**src/rtl/fila_escrita_registradores.sv**
```systemverilog
// Write-back queue feeding the register bank write port.
// Buffers execute/memory results in order, drains at most one write per
// cycle into registered EscReg/Dado/RegWrite, and exposes a combinational
// bypass lookup so decode can see values not yet committed to the bank.
module fila_escrita_registradores #(
  parameter int unsigned PROFUNDIDADE = 4,
  parameter int unsigned LARGURA_DADO = 32,
  parameter int unsigned LARGURA_END  = 5
) (
  input  logic                                sys_clock,
  input  logic                                reset,
  input  logic                                EntValido,
  output logic                                EntPronto,
  input  logic [LARGURA_END-1:0]              EntReg,
  input  logic [LARGURA_DADO-1:0]             EntDado,
  input  logic                                Parar,
  output logic [LARGURA_END-1:0]              EscReg,
  output logic [LARGURA_DADO-1:0]             Dado,
  output logic                                RegWrite,
  input  logic [LARGURA_END-1:0]              ConsultaReg,
  output logic                                ConsultaAcerto,
  output logic [LARGURA_DADO-1:0]             ConsultaDado,
  output logic [$clog2(PROFUNDIDADE):0]       Ocupacao,
  output logic                                Vazia
);

  localparam int unsigned LARG_PTR  = (PROFUNDIDADE > 1) ? $clog2(PROFUNDIDADE) : 1;
  localparam int unsigned LARG_OCUP = $clog2(PROFUNDIDADE) + 1;

  // Queue storage and bookkeeping
  logic [LARGURA_END-1:0]  fila_reg_q  [PROFUNDIDADE];
  logic [LARGURA_DADO-1:0] fila_dado_q [PROFUNDIDADE];
  logic [LARG_PTR-1:0]     wr_ptr_q, wr_ptr_d;
  logic [LARG_PTR-1:0]     rd_ptr_q, rd_ptr_d;
  logic [LARG_OCUP-1:0]    ocup_q, ocup_d;
  logic                    cheia_q, cheia_d;
  logic                    vazia_q, vazia_d;

  // Output stage
  logic [LARGURA_END-1:0]  esc_reg_q, esc_reg_d;
  logic [LARGURA_DADO-1:0] dado_q, dado_d;
  logic                    reg_write_q, reg_write_d;

  // Handshake decode
  logic aceita;
  logic armazena;
  logic retira;

  // Accept/store/pop decisions; register 0 is accepted but never stored
  always_comb begin
    aceita   = EntValido && !cheia_q;
    armazena = aceita && (EntReg != '0);
    retira   = !Parar && (ocup_q != '0);
  end

  // Next-state for pointers, occupancy, flags and output stage
  always_comb begin
    wr_ptr_d    = wr_ptr_q;
    rd_ptr_d    = rd_ptr_q;
    ocup_d      = ocup_q;
    esc_reg_d   = esc_reg_q;
    dado_d      = dado_q;
    reg_write_d = 1'b0;

    if (armazena) begin
      wr_ptr_d = wr_ptr_q + LARG_PTR'(1);
    end

    if (retira) begin
      rd_ptr_d    = rd_ptr_q + LARG_PTR'(1);
      esc_reg_d   = fila_reg_q[rd_ptr_q];
      dado_d      = fila_dado_q[rd_ptr_q];
      reg_write_d = 1'b1;
    end

    case ({armazena, retira})
      2'b10:   ocup_d = ocup_q + LARG_OCUP'(1);
      2'b01:   ocup_d = ocup_q - LARG_OCUP'(1);
      default: ocup_d = ocup_q;
    endcase

    cheia_d = (ocup_d == LARG_OCUP'(PROFUNDIDADE));
    vazia_d = (ocup_d == '0);
  end

  // Control and output-stage registers; reset drops any in-flight write
  always_ff @(posedge sys_clock or posedge reset) begin
    if (reset) begin
      wr_ptr_q    <= '0;
      rd_ptr_q    <= '0;
      ocup_q      <= '0;
      cheia_q     <= 1'b0;
      vazia_q     <= 1'b1;
      esc_reg_q   <= '0;
      dado_q      <= '0;
      reg_write_q <= 1'b0;
    end else begin
      wr_ptr_q    <= wr_ptr_d;
      rd_ptr_q    <= rd_ptr_d;
      ocup_q      <= ocup_d;
      cheia_q     <= cheia_d;
      vazia_q     <= vazia_d;
      esc_reg_q   <= esc_reg_d;
      dado_q      <= dado_d;
      reg_write_q <= reg_write_d;
    end
  end

  // Entry storage; only slots below the occupancy count are meaningful
  always_ff @(posedge sys_clock or posedge reset) begin
    if (reset) begin
      for (int i = 0; i < int'(PROFUNDIDADE); i++) begin
        fila_reg_q[i]  <= '0;
        fila_dado_q[i] <= '0;
      end
    end else if (armazena) begin
      fila_reg_q[wr_ptr_q]  <= EntReg;
      fila_dado_q[wr_ptr_q] <= EntDado;
    end
  end

  // Bypass lookup: output stage first, then queue oldest to youngest so the
  // youngest matching entry wins
  always_comb begin
    logic [LARG_PTR-1:0] idx;
    ConsultaAcerto = 1'b0;
    ConsultaDado   = '0;
    idx            = '0;

    if (reg_write_q && (esc_reg_q == ConsultaReg)) begin
      ConsultaAcerto = 1'b1;
      ConsultaDado   = dado_q;
    end

    for (int i = 0; i < int'(PROFUNDIDADE); i++) begin
      idx = rd_ptr_q + LARG_PTR'(i);
      if ((LARG_OCUP'(i) < ocup_q) && (fila_reg_q[idx] == ConsultaReg)) begin
        ConsultaAcerto = 1'b1;
        ConsultaDado   = fila_dado_q[idx];
      end
    end

    if (ConsultaReg == '0) begin
      ConsultaAcerto = 1'b0;
      ConsultaDado   = '0;
    end
  end

  assign EntPronto = !cheia_q;
  assign Vazia     = vazia_q;
  assign Ocupacao  = ocup_q;
  assign EscReg    = esc_reg_q;
  assign Dado      = dado_q;
  assign RegWrite  = reg_write_q;

endmodule
```
**config.mk**
```make
export PLATFORM = sky130hd
export DESIGN_NAME = fila_escrita_registradores
export DESIGN_NICKNAME = d
export VERILOG_FILES = /design/src/rtl/fila_escrita_registradores.sv
export SDC_FILE = /design/constraint.sdc
export NUM_CORES = 1
export LEC_CHECK = 0
export CAP_MARGIN = 20
export CORE_MARGIN = 5
export CORE_UTILIZATION = 60
export DETAILED_ROUTE_END_ITERATION = 16
export DONT_BUFFER_PORTS = 1
export PLACE_DENSITY = 0.76
export SLEW_MARGIN = 10
export SYNTH_ARGS = -nofsm -noshare
export SYNTH_HDL_FRONTEND = slang
export SYNTH_SLANG_ARGS = --single-unit
```
**constraint.sdc**
```tcl
create_clock -name sys_clock -period 12.7 [get_ports sys_clock]
set_input_delay 1.27 -clock sys_clock [delete_from_list [all_inputs] [get_ports sys_clock]]
set_output_delay 1.27 -clock sys_clock [all_outputs]
set_load 0.02 [all_outputs]
```
==> impl_metrics.tcl, run 1 <==
set metrics [dict create \
    status "complete, no violations" \
    clk_latency_ps 440 \
    cts_tree "yes" \
    yosysTopAreaCell "dfrtp_1" \
    dieArea_um2 23800 \
    synth_warnings 0 \
    end_kind "primary output" \
    die_h_um 154 \
    die_x_um 154 \
    ys_seq_elements 195 \
    instances_no_fill 1415 \
    hpwl_um 18200 \
    syn_area_um2 12500 \
    maxSlewViolCount 0 \
    p_per_area_nw_per_um2 294 \
    min_to "fila_dado_q[81]" \
    grt_max_degree 130 \
    power_frac_seq_pct 34.7 \
    ys_async_sr_fraction_pct 100 \
    slew_headroom_pct 21.5 \
    rr_startpoint "rd_ptr_q[1]" \
    fin_crit_sh_pct 51.0 \
    drt-initial-drc-count 752 \
    crit_required_ps 11430 \
    hold_start "fila_dado_q[81]" \
    antenna-diode-count 0 \
    synth_top_area_share_pct 38.8 \
    crit-reg2reg-capture "Dado[12]" \
    setup_tns_ps 0 \
    portBuffers 0 \
    antenna_found_initial 0 \
    yosysSeqAreaShare_pct 39.0 \
    final.setup.worst_slack_ps 6220 \
    cts-root-buf "clkbuf_16" \
    tightestPinTransition_ps 1180 \
    wire_per_inst_um 21.2 \
    crit_path_start_kind "flip-flop" \
    hold_buffers 0 \
    synth_cell_types 44 \
    rr_worst_depth 6 \
    p_leak_nw 5.44 \
    initial_utilization_pct 61.4 \
    viasPerCell 6.37 \
    skew_ps 13.0 \
    r2r_slack_ps 9280 \
    synthCells 1200 \
    swShare_pct 42.0 \
    finalCriticalPeriod_ps 6480 \
    globalRouteOverflowTotal 0 \
    core_area_um2 20400 \
    internal_power_mw 2.23 \
    cts-htree-levels 4 \
    arrival_ps 5210 \
    crit_fanout 94 \
    synth_edf_count 0 \
    postRouteAntennaNets 0 \
    cts_buffer_depth 2 \
    clk_transition_reported_paths_ps 60 \
    drc 0 \
    irDropWorstVdd_mv 0.140 \
    clock_power_share_pct 14.7 \
    place_inst 1383 \
    grt_pass1_vias 8927 \
    critPathKind "flip-flop to primary output" \
    synth.net_count 1256 \
    post_cts_buffers 0 \
    syn-mean-instance-area_um2 10.4 \
    gr-usage-met2_pct 41.6 \
    num_vias 9008 \
    drt_pass1_iterations 5 \
    cts_sinks 195 \
    hold_depth 1 \
    cts_made_buffers 17 \
    layout-drive-gt1-share_pct 31.1 \
    num_io_pins 122 \
    power_switching_mw 1.62 \
    met1_usage_pct 34.4 \
    synth_ff_type "dfrtp_1" \
    met3_usage_pct 5.45 \
    hold_viol_final 0 \
    place_ws_ps 6660 \
    setup_viol 0 \
    hp-class "flip-flop to flip-flop" \
    syn2layout_area_growth_pct 4.80 \
    combPwrFrac_pct 50.6 \
    rows 52 \
    grt.total_usage_pct 25.5 \
    nNetsFinal 1188 \
    maxCapViolCount 0 \
    gp_congestion 0.791 \
    routed_wirelength_um 30100 \
    rsz0062_at_grt "false" \
    cts-resized-gates 0 \
    grt_pass1_wl_um 48900 \
    n_fill_cell 1586 \
    synth_area_leaders "dfrtp_1 (39%), mux2_2 (22%), mux2i_1 (6.2%), mux4_2 (4.7%), nor2_1 (4.6%)" \
    fmax_mhz 154 \
    busiest_layer "met2" \
]
routing by layer:
layer,routed length (um),vias to the layer above
li1,-,4163
met2,14500,278
met1,13000,4521
met3,2100,46
met5,0,-
met4,519,0
state kept, by name, indices dropped and copies added (netlist names), 2 cells and up:
signal,flops
EscReg,5
wr_ptr_q,2
Ocupacao,3
fila_dado_q,128
fila_reg_q,20
rd_ptr_q,2
Dado,32
metrics by stage:
stage | total power [mW] | hold WS [ps] | instance area [um2] | utilization [%]
2_1_floorplan | 2.92 | 496 | 12500 | -
3_5_place_dp | 3.28 | 512 | 12500 | 61.4
6_report | 3.85 | 527 | 13100 | 64.4
4_1_cts | 3.85 | 529 | 13100 | 64.4
3_3_place_gp | 3.20 | 504 | 12500 | 61.4
5_1_grt | 4.13 | 536 | 13100 | 64.4
worst max path at each step:
stage | start | slack, ps | endpoint
after floorplan | reset | 6120 | Dado[0]
after global placement | rd_ptr_q[0] | 6710 | ConsultaDado[31]
after detailed placement | rd_ptr_q[0] | 6660 | ConsultaDado[31]
after CTS | rd_ptr_q[0] | 6200 | ConsultaDado[31]
after global routing | rd_ptr_q[0] | 5980 | ConsultaDado[31]
final | rd_ptr_q[0] | 6220 | ConsultaDado[31]
cell families after synthesis:
family / count (synthesis) / share of synthesized area [%]
compound gates: 200 / 9.49
xor+xnor: 24 / 1.68
flops: 195 / 39.0
fa+ha+maj: 10 / 1.00
mux: 346 / 32.7
buf+inv: 112 / 4.20
simple gates: 313 / 11.9
layout make-up:
type                       instances  area (um2)  area share [%]
clock buffer                      20         457            3.48
clock inverter                    12         153            1.16
inverter                          12        53.8           0.410
multi-input combinational        893        7120            54.3
sequential                       195        4890            37.3
tap                              270         338            2.58
timing repair buffer              13        97.6           0.744
placed cells by master, fill, tap and decap left out, types with 4 or more instances in the layout:
cell,netlist,final
xnor2_1,15,15
buf_4,7,13
mux2_2,242,242
nor2_1,152,152
nor4_1,4,4
xor2_1,9,9
nor4_2,26,26
mux4_2,26,26
nand2_2,0,4
inv_1,12,9
a211oi_1,32,32
o31ai_1,29,29
nor3_1,5,5
a21oi_1,87,87
clkinv_2,0,5
ha_1,10,10
clkbuf_16,0,17
nand2_1,105,101
dfrtp_1,194,192
or3_1,4,4
nand2b_1,4,4
o21ai_0,41,41
mux2i_1,78,78
power groups by stage:
stage | logic, mW | clock network (mW) | registers [mW]
after CTS | 1.94 | 0.573 | 1.34
final | 1.95 | 0.565 | 1.34
after detailed placement | 1.93 | 0 | 1.35
after global routing | 2.14 | 0.604 | 1.39
after global placement | 1.87 | 0 | 1.32
after floorplan | 1.70 | 0 | 1.22
critical path, stage by stage, from the launching register on:
cell and delay [ps]:
dfrtp_4 890, buf_4 890, mux4_2 610, xor2_1 150, or4_1 570, nand3_2 700
a211oi_1 90, nor4_1 870
Yosys cell counts (all sizes together), types with 2 or more instances:
cell / n
a211oi: 33
a21oi: 87
and3: 2
buf: 46
clkbuf: 54
dfrtp: 194
ha: 10
inv: 12
mux2: 242
mux2i: 78
mux4: 26
nand2: 105
nand2b: 4
nand3: 2
nor2: 152
nor3: 5
nor4: 30
o21a: 2
o21ai: 42
o31ai: 29
or2: 3
or3: 4
or4: 2
xnor2: 15
xor2: 9
No activity file was read; power rests on OpenSTA's default activity.
==> inputs of run 2 (changes only) <==
==> constraint.sdc (replaced) <==
create_clock -name sys_clock -period 6.35 [get_ports sys_clock]
set_input_delay 0.635 -clock sys_clock [delete_from_list [all_inputs] [get_ports sys_clock]]
set_output_delay 0.635 -clock sys_clock [all_outputs]
set_load 0.02 [all_outputs]
==> run 2 against run 1 <==
  * Cell area is 0.13% higher
  * First-iteration DRC count increased by 3.5%
  * Critical path type unchanged
  * Non-clock buffer count grew 4
  * Largest cell class unchanged
  * Wire length decreased by 0.37%
==> impl_metrics.tcl, run 2 (synthesized netlist as in run 1, its figures left out) <==
set metrics [dict create \
    status "complete, no violations" \
    drt_pass1_iterations 5 \
    maxSlewViolCount 0 \
    postRouteAntennaNets 0 \
    hpwl_um 18400 \
    initial_utilization_pct 61.4 \
    critPathKind "flip-flop to primary output" \
    drc 0 \
    layout_commonest_cell "mux2_2" \
    setup_tns_ps 0 \
    antenna-diode-count 0 \
    crit_required_ps 5710 \
    slowest_delay_ps 1010 \
    dieArea_um2 23800 \
    globalRouteOverflowTotal 0 \
    p_leak_nw 5.45 \
    grt.total_usage_pct 25.2 \
    clk_transition_reported_paths_ps 70 \
    cp_cell_sequence "mux4_2 -> xor2_1 -> or4_1 -> nand3_2 -> a211oi_1 -> nor4_2" \
    finalCriticalPeriod_ps 5380 \
    path_buf_inv 0 \
    grt_pass1_wl_um 48600 \
    crit_fanout 69 \
    clk_latency_ps 430 \
    post-route-util_pct 64.5 \
    drt-initial-drc-count 778 \
    num_io_pins 122 \
    worst-path-stages 6 \
    setup_viol 0 \
    skew_ps 14.1 \
    grt_max_degree 137 \
    die_x_um 154 \
    hold_buffers 0 \
    gp_congestion 0.803 \
    irDropWorstVdd_mv 0.241 \
    largest_register "fila_dado_q" \
    nNetsFinal 1192 \
    routed_wirelength_um 29900 \
    hold_viol_final 0 \
    cts-resized-gates 0 \
    cts-htree-levels 4 \
    tightestPinTransition_ps 1160 \
    layout-drive-gt1-share_pct 31.2 \
    slowest_stage "dfrtp_4" \
    num_vias 9106 \
    finalPower_mw 7.66 \
    antenna_found_initial 0 \
    cts_sinks 195 \
    die_h_um 154 \
    rr_worst_depth 8 \
    hp-class "primary input to async pin" \
    wire_per_inst_um 21.1 \
    portBuffers 0 \
    post_cts_buffers 0 \
    rsz0062_at_grt "false" \
    maxCapViolCount 0 \
    grt_pass1_vias 8950 \
    fin_crit_sh_pct 84.6 \
    layout_common_cells "mux2_2 (242), dfrtp_1 (192), nor2_1 (152)" \
    core_area_um2 20400 \
    cp_top_family "simple AND/OR/NAND/NOR gates" \
    cts_buffer_depth 2 \
    end_kind "primary output" \
    fmax_mhz 186 \
    crit_path_start_kind "flip-flop" \
    p_per_area_nw_per_um2 583 \
    cts_made_buffers 17 \
    slew_headroom_pct 22.5 \
    rows 52 \
    viasPerCell 6.42 \
    syn2layout_area_growth_pct 4.94 \
    largest_reg_flops 128 \
    arrival_ps 4740 \
    holdWs_ps 263 \
    cts_tree "yes" \
    cts-root-buf "clkbuf_16" \
]
==> run 2: changes by cell type in the layout (fill, tap and decap cells not counted), sizes merged <==
cell      change
buf           +4
bufinv        -2
clkbuf        +1
clkinvlp      +1
==> run 2: final cells by class <==
type / count / area, um2
flip-flops and latches: 195 / 4890
well taps: 270 / 338
repair buffers: 17 / 160
clock buffers: 21 / 460
fillers: 1568 / 7240
inverters: 12 / 53.8
multi-input cells: 893 / 7120
clock inverters: 11 / 104
==> run 2: through the flow <==
stage | setup WS (ps) | cell area [um2] | cells
floorplan | 404 | 12500 | 1200
global placement | 1600 | 12500 | 1385
detailed placement | 1510 | 12500 | 1385
CTS | 1010 | 13100 | 1417
global route | 802 | 13100 | 1419
finish | 975 | 13100 | 1419
==> run 2: where the power goes <==
part / switching (mW) / internal [mW]
logic: 1.94 / 1.95
clock network: 0.489 / 0.565
registers: 0.822 / 1.89
==> run 2: worst register-to-register path, stage by stage (launching register included) <==
cell	delay [ps]
dfrtp_1	580
inv_1	140
ha_1	220
a21o_1	200
inv_2	800
ha_1	360
a22oi_1	110
o31ai_1	350
nor2b_1	180
==> run 2: routing by layer <==
| metal | vias to the layer above | GRT usage (%) | routed length [um] |
|---|---|---|---|
| met5 | - | 0 | 0 |
| met4 | 0 | 6.48 | 453 |
| met3 | 39 | 6.82 | 2530 |
| met2 | 333 | 40.8 | 14400 |
| met1 | 4548 | 33.9 | 12600 |
| li1 | 4186 | - | - |
==> run 2: worst paths after layout <==
check,from,endpoint,slack [ps]
min reg2reg,fila_dado_q[61],fila_dado_q[61],530
max in group asynchronous,reset,rd_ptr_q[0],4580
min in group sys_clock,EntDado[21],fila_dado_q[85],350
max reg2reg,Ocupacao[0],cheia_q,3340
max,rd_ptr_q[0],ConsultaDado[5],970
min,reset,fila_dado_q[68],260
==> inputs of run 3 (changes only) <==
--- a/config.mk
+++ b/config.mk
@@ -7,10 +7,10 @@
 export LEC_CHECK = 0
 export CAP_MARGIN = 20
 export CORE_MARGIN = 5
-export CORE_UTILIZATION = 60
+export CORE_UTILIZATION = 59
 export DETAILED_ROUTE_END_ITERATION = 16
 export DONT_BUFFER_PORTS = 1
-export PLACE_DENSITY = 0.76
+export PLACE_DENSITY = 0.78
 export SLEW_MARGIN = 10
 export SYNTH_ARGS = -nofsm -noshare
 export SYNTH_HDL_FRONTEND = slang
==> constraint.sdc (replaced) <==
create_clock -name sys_clock -period 4.8 [get_ports sys_clock]
set_input_delay 0.48 -clock sys_clock [delete_from_list [all_inputs] [get_ports sys_clock]]
set_output_delay 0.48 -clock sys_clock [all_outputs]
set_load 0.02 [all_outputs]
==> run 3 against run 2 <==
  * Wire length rose by 1.5%
  * Die area grew 1.6%
  * Setup slack worse by 730 ps
  * Global-route usage grew 0.38 points
  * Via count up 1.1%
  * Flip-flop and latch count unchanged
  * First-iteration DRC count fell by 12%
  * Critical path depth increased by 3
  * Sequential share of layout area is 0.96 points lower
  * Largest cell class unchanged
  * Highest routed layer unchanged
==> impl_metrics.tcl, run 3 (synthesized netlist as in run 1, its figures left out) <==
set metrics [dict create \
    status "complete, no violations" \
    syn2layout_area_growth_pct 7.73 \
    tightestPinTransition_ps 1090 \
    largest_reg_flops 128 \
    place_area_um2 12800 \
    largest_register "fila_dado_q" \
    rows 53 \
    seqCellArea_um2 4890 \
    multiInputGateArea_um2 7130 \
    num_vias 9203 \
    antenna_found_initial 0 \
    post-route-util_pct 64.3 \
    drc 0 \
    place_ws_ps 624 \
    crit_start "rd_ptr_q[1]" \
    arrival_ps 4080 \
    initial_utilization_pct 59.7 \
    portBuffers 0 \
    fin_crit_sh_pct 95.0 \
    drt_pass1_iterations 5 \
    rsz0062_at_grt "false" \
    cts-root-buf "clkbuf_16" \
    place_inst 1427 \
    irDropWorstVdd_mv 0.344 \
    finalPower_mw 10.4 \
    clk_latency_ps 440 \
    fin_area_um2 13500 \
    layout_common_cells "mux2_2 (242), dfrtp_1 (192), nor2_1 (152)" \
    critPathKind "flip-flop to primary output" \
    holdWs_ps 184 \
    setup_tns_ps 0 \
    hold_viol_final 0 \
    p_per_area_nw_per_um2 771 \
    skew_ps 9.66 \
    wire_per_inst_um 20.8 \
    clk_transition_reported_paths_ps 70 \
    die_h_um 156 \
    cts-htree-levels 4 \
    maxCapViolCount 0 \
    grt_pass1_wl_um 50000 \
    viasPerCell 6.30 \
    maxSlewViolCount 0 \
    cts_sinks 195 \
    grt_pass1_vias 9190 \
    p_leak_nw 5.66 \
    rr_startpoint "Ocupacao[0]" \
    final.setup.worst_slack_ps 242 \
    end_kind "primary output" \
    cts_buffer_depth 2 \
    layout-drive-gt1-share_pct 33.6 \
    dieArea_um2 24200 \
    cts_made_buffers 17 \
    routed_wirelength_um 30400 \
    layout_commonest_cell "mux2_2" \
    drt-initial-drc-count 683 \
    cts_tree "yes" \
    core_area_um2 21000 \
    nNetsFinal 1229 \
    hp-class "primary input to async pin" \
    grt.total_usage_pct 25.6 \
    hpwl_um 19500 \
    globalRouteOverflowTotal 0 \
    finalCriticalPeriod_ps 4560 \
    crit_fanout 30 \
    antenna-diode-count 0 \
    n_fill_cell 1634 \
    crit_required_ps 4320 \
    instances_no_fill 1461 \
    post_cts_buffers 0 \
    fmax_mhz 219 \
    crit_path_start_kind "flip-flop" \
    grt_max_degree 196 \
    slew_headroom_pct 27.2 \
    setup_viol 0 \
    postRouteAntennaNets 0 \
    num_io_pins 122 \
    die_x_um 156 \
    gp_congestion 0.781 \
]
## run 3: cell count changes in the layout (fill, tap and decap cells not counted), sizes merged
cell	previous run	this run
buf	17	54
bufinv	1	2
clkbuf	21	20
clkinv	7	3
clkinvlp	2	3
inv	13	16
## run 3: area by class of cell
class                   count  area share, %
clock buffers              20           3.39
inverters                  12          0.371
flip-flops and latches    195           36.3
well taps                 275           2.55
clock inverters            12           1.05
multi-input cells         893           52.9
repair buffers             54           3.43
## run 3: per-layer routing
metal / vias to the layer above / share of wire [%] / global-route usage [%]
met1: 4609 / 41 / 34.0
met3: 42 / 7.3 / 5.44
met4: 0 / 1.8 / 6.34
met5: - / 0 / 0
met2: 305 / 50 / 43.1
li1: 4247 / - / -
## run 3: critical path: stages, from the launching register on
cell	delay, ps
dfrtp_4	720
mux2i_1	370
mux2i_1	230
o21ai_0	100
or4_2	930
nand3b_4	330
buf_4	330
a21oi_1	80
nor4_2	310
buf_4	210
## run 3: final timing paths
| path | to | slack (ps) | cells past startpoint |
|---|---|---|---|
| worst max-delay path | ConsultaDado[10] | 240 | 9 |
| worst min-delay path | fila_reg_q[11] | 180 | 2 |
| worst max register to register | cheia_q | 2160 | 8 |
| worst min register to register | fila_dado_q[39] | 530 | 1 |
| max in group asynchronous | rd_ptr_q[1] | 3780 | 2 |
| min in group sys_clock | fila_dado_q[78] | 190 | 1 |
## run 3: timing repair
action,4_1_cts,5_1_grt
resized for setup,0,1
hold buffers,0,0
setup endpoints to repair,0,3
## run 3: power breakdown
group | leakage [nW] | switching, mW | total (mW) | internal, mW
Sequential | 2.31 | 1.04 | 3.55 | 2.51
Clock | 0.289 | 0.668 | 1.48 | 0.807
Combinational | 3.06 | 2.66 | 5.37 | 2.72
Total | 5.66 | 4.37 | 10.4 | 6.03
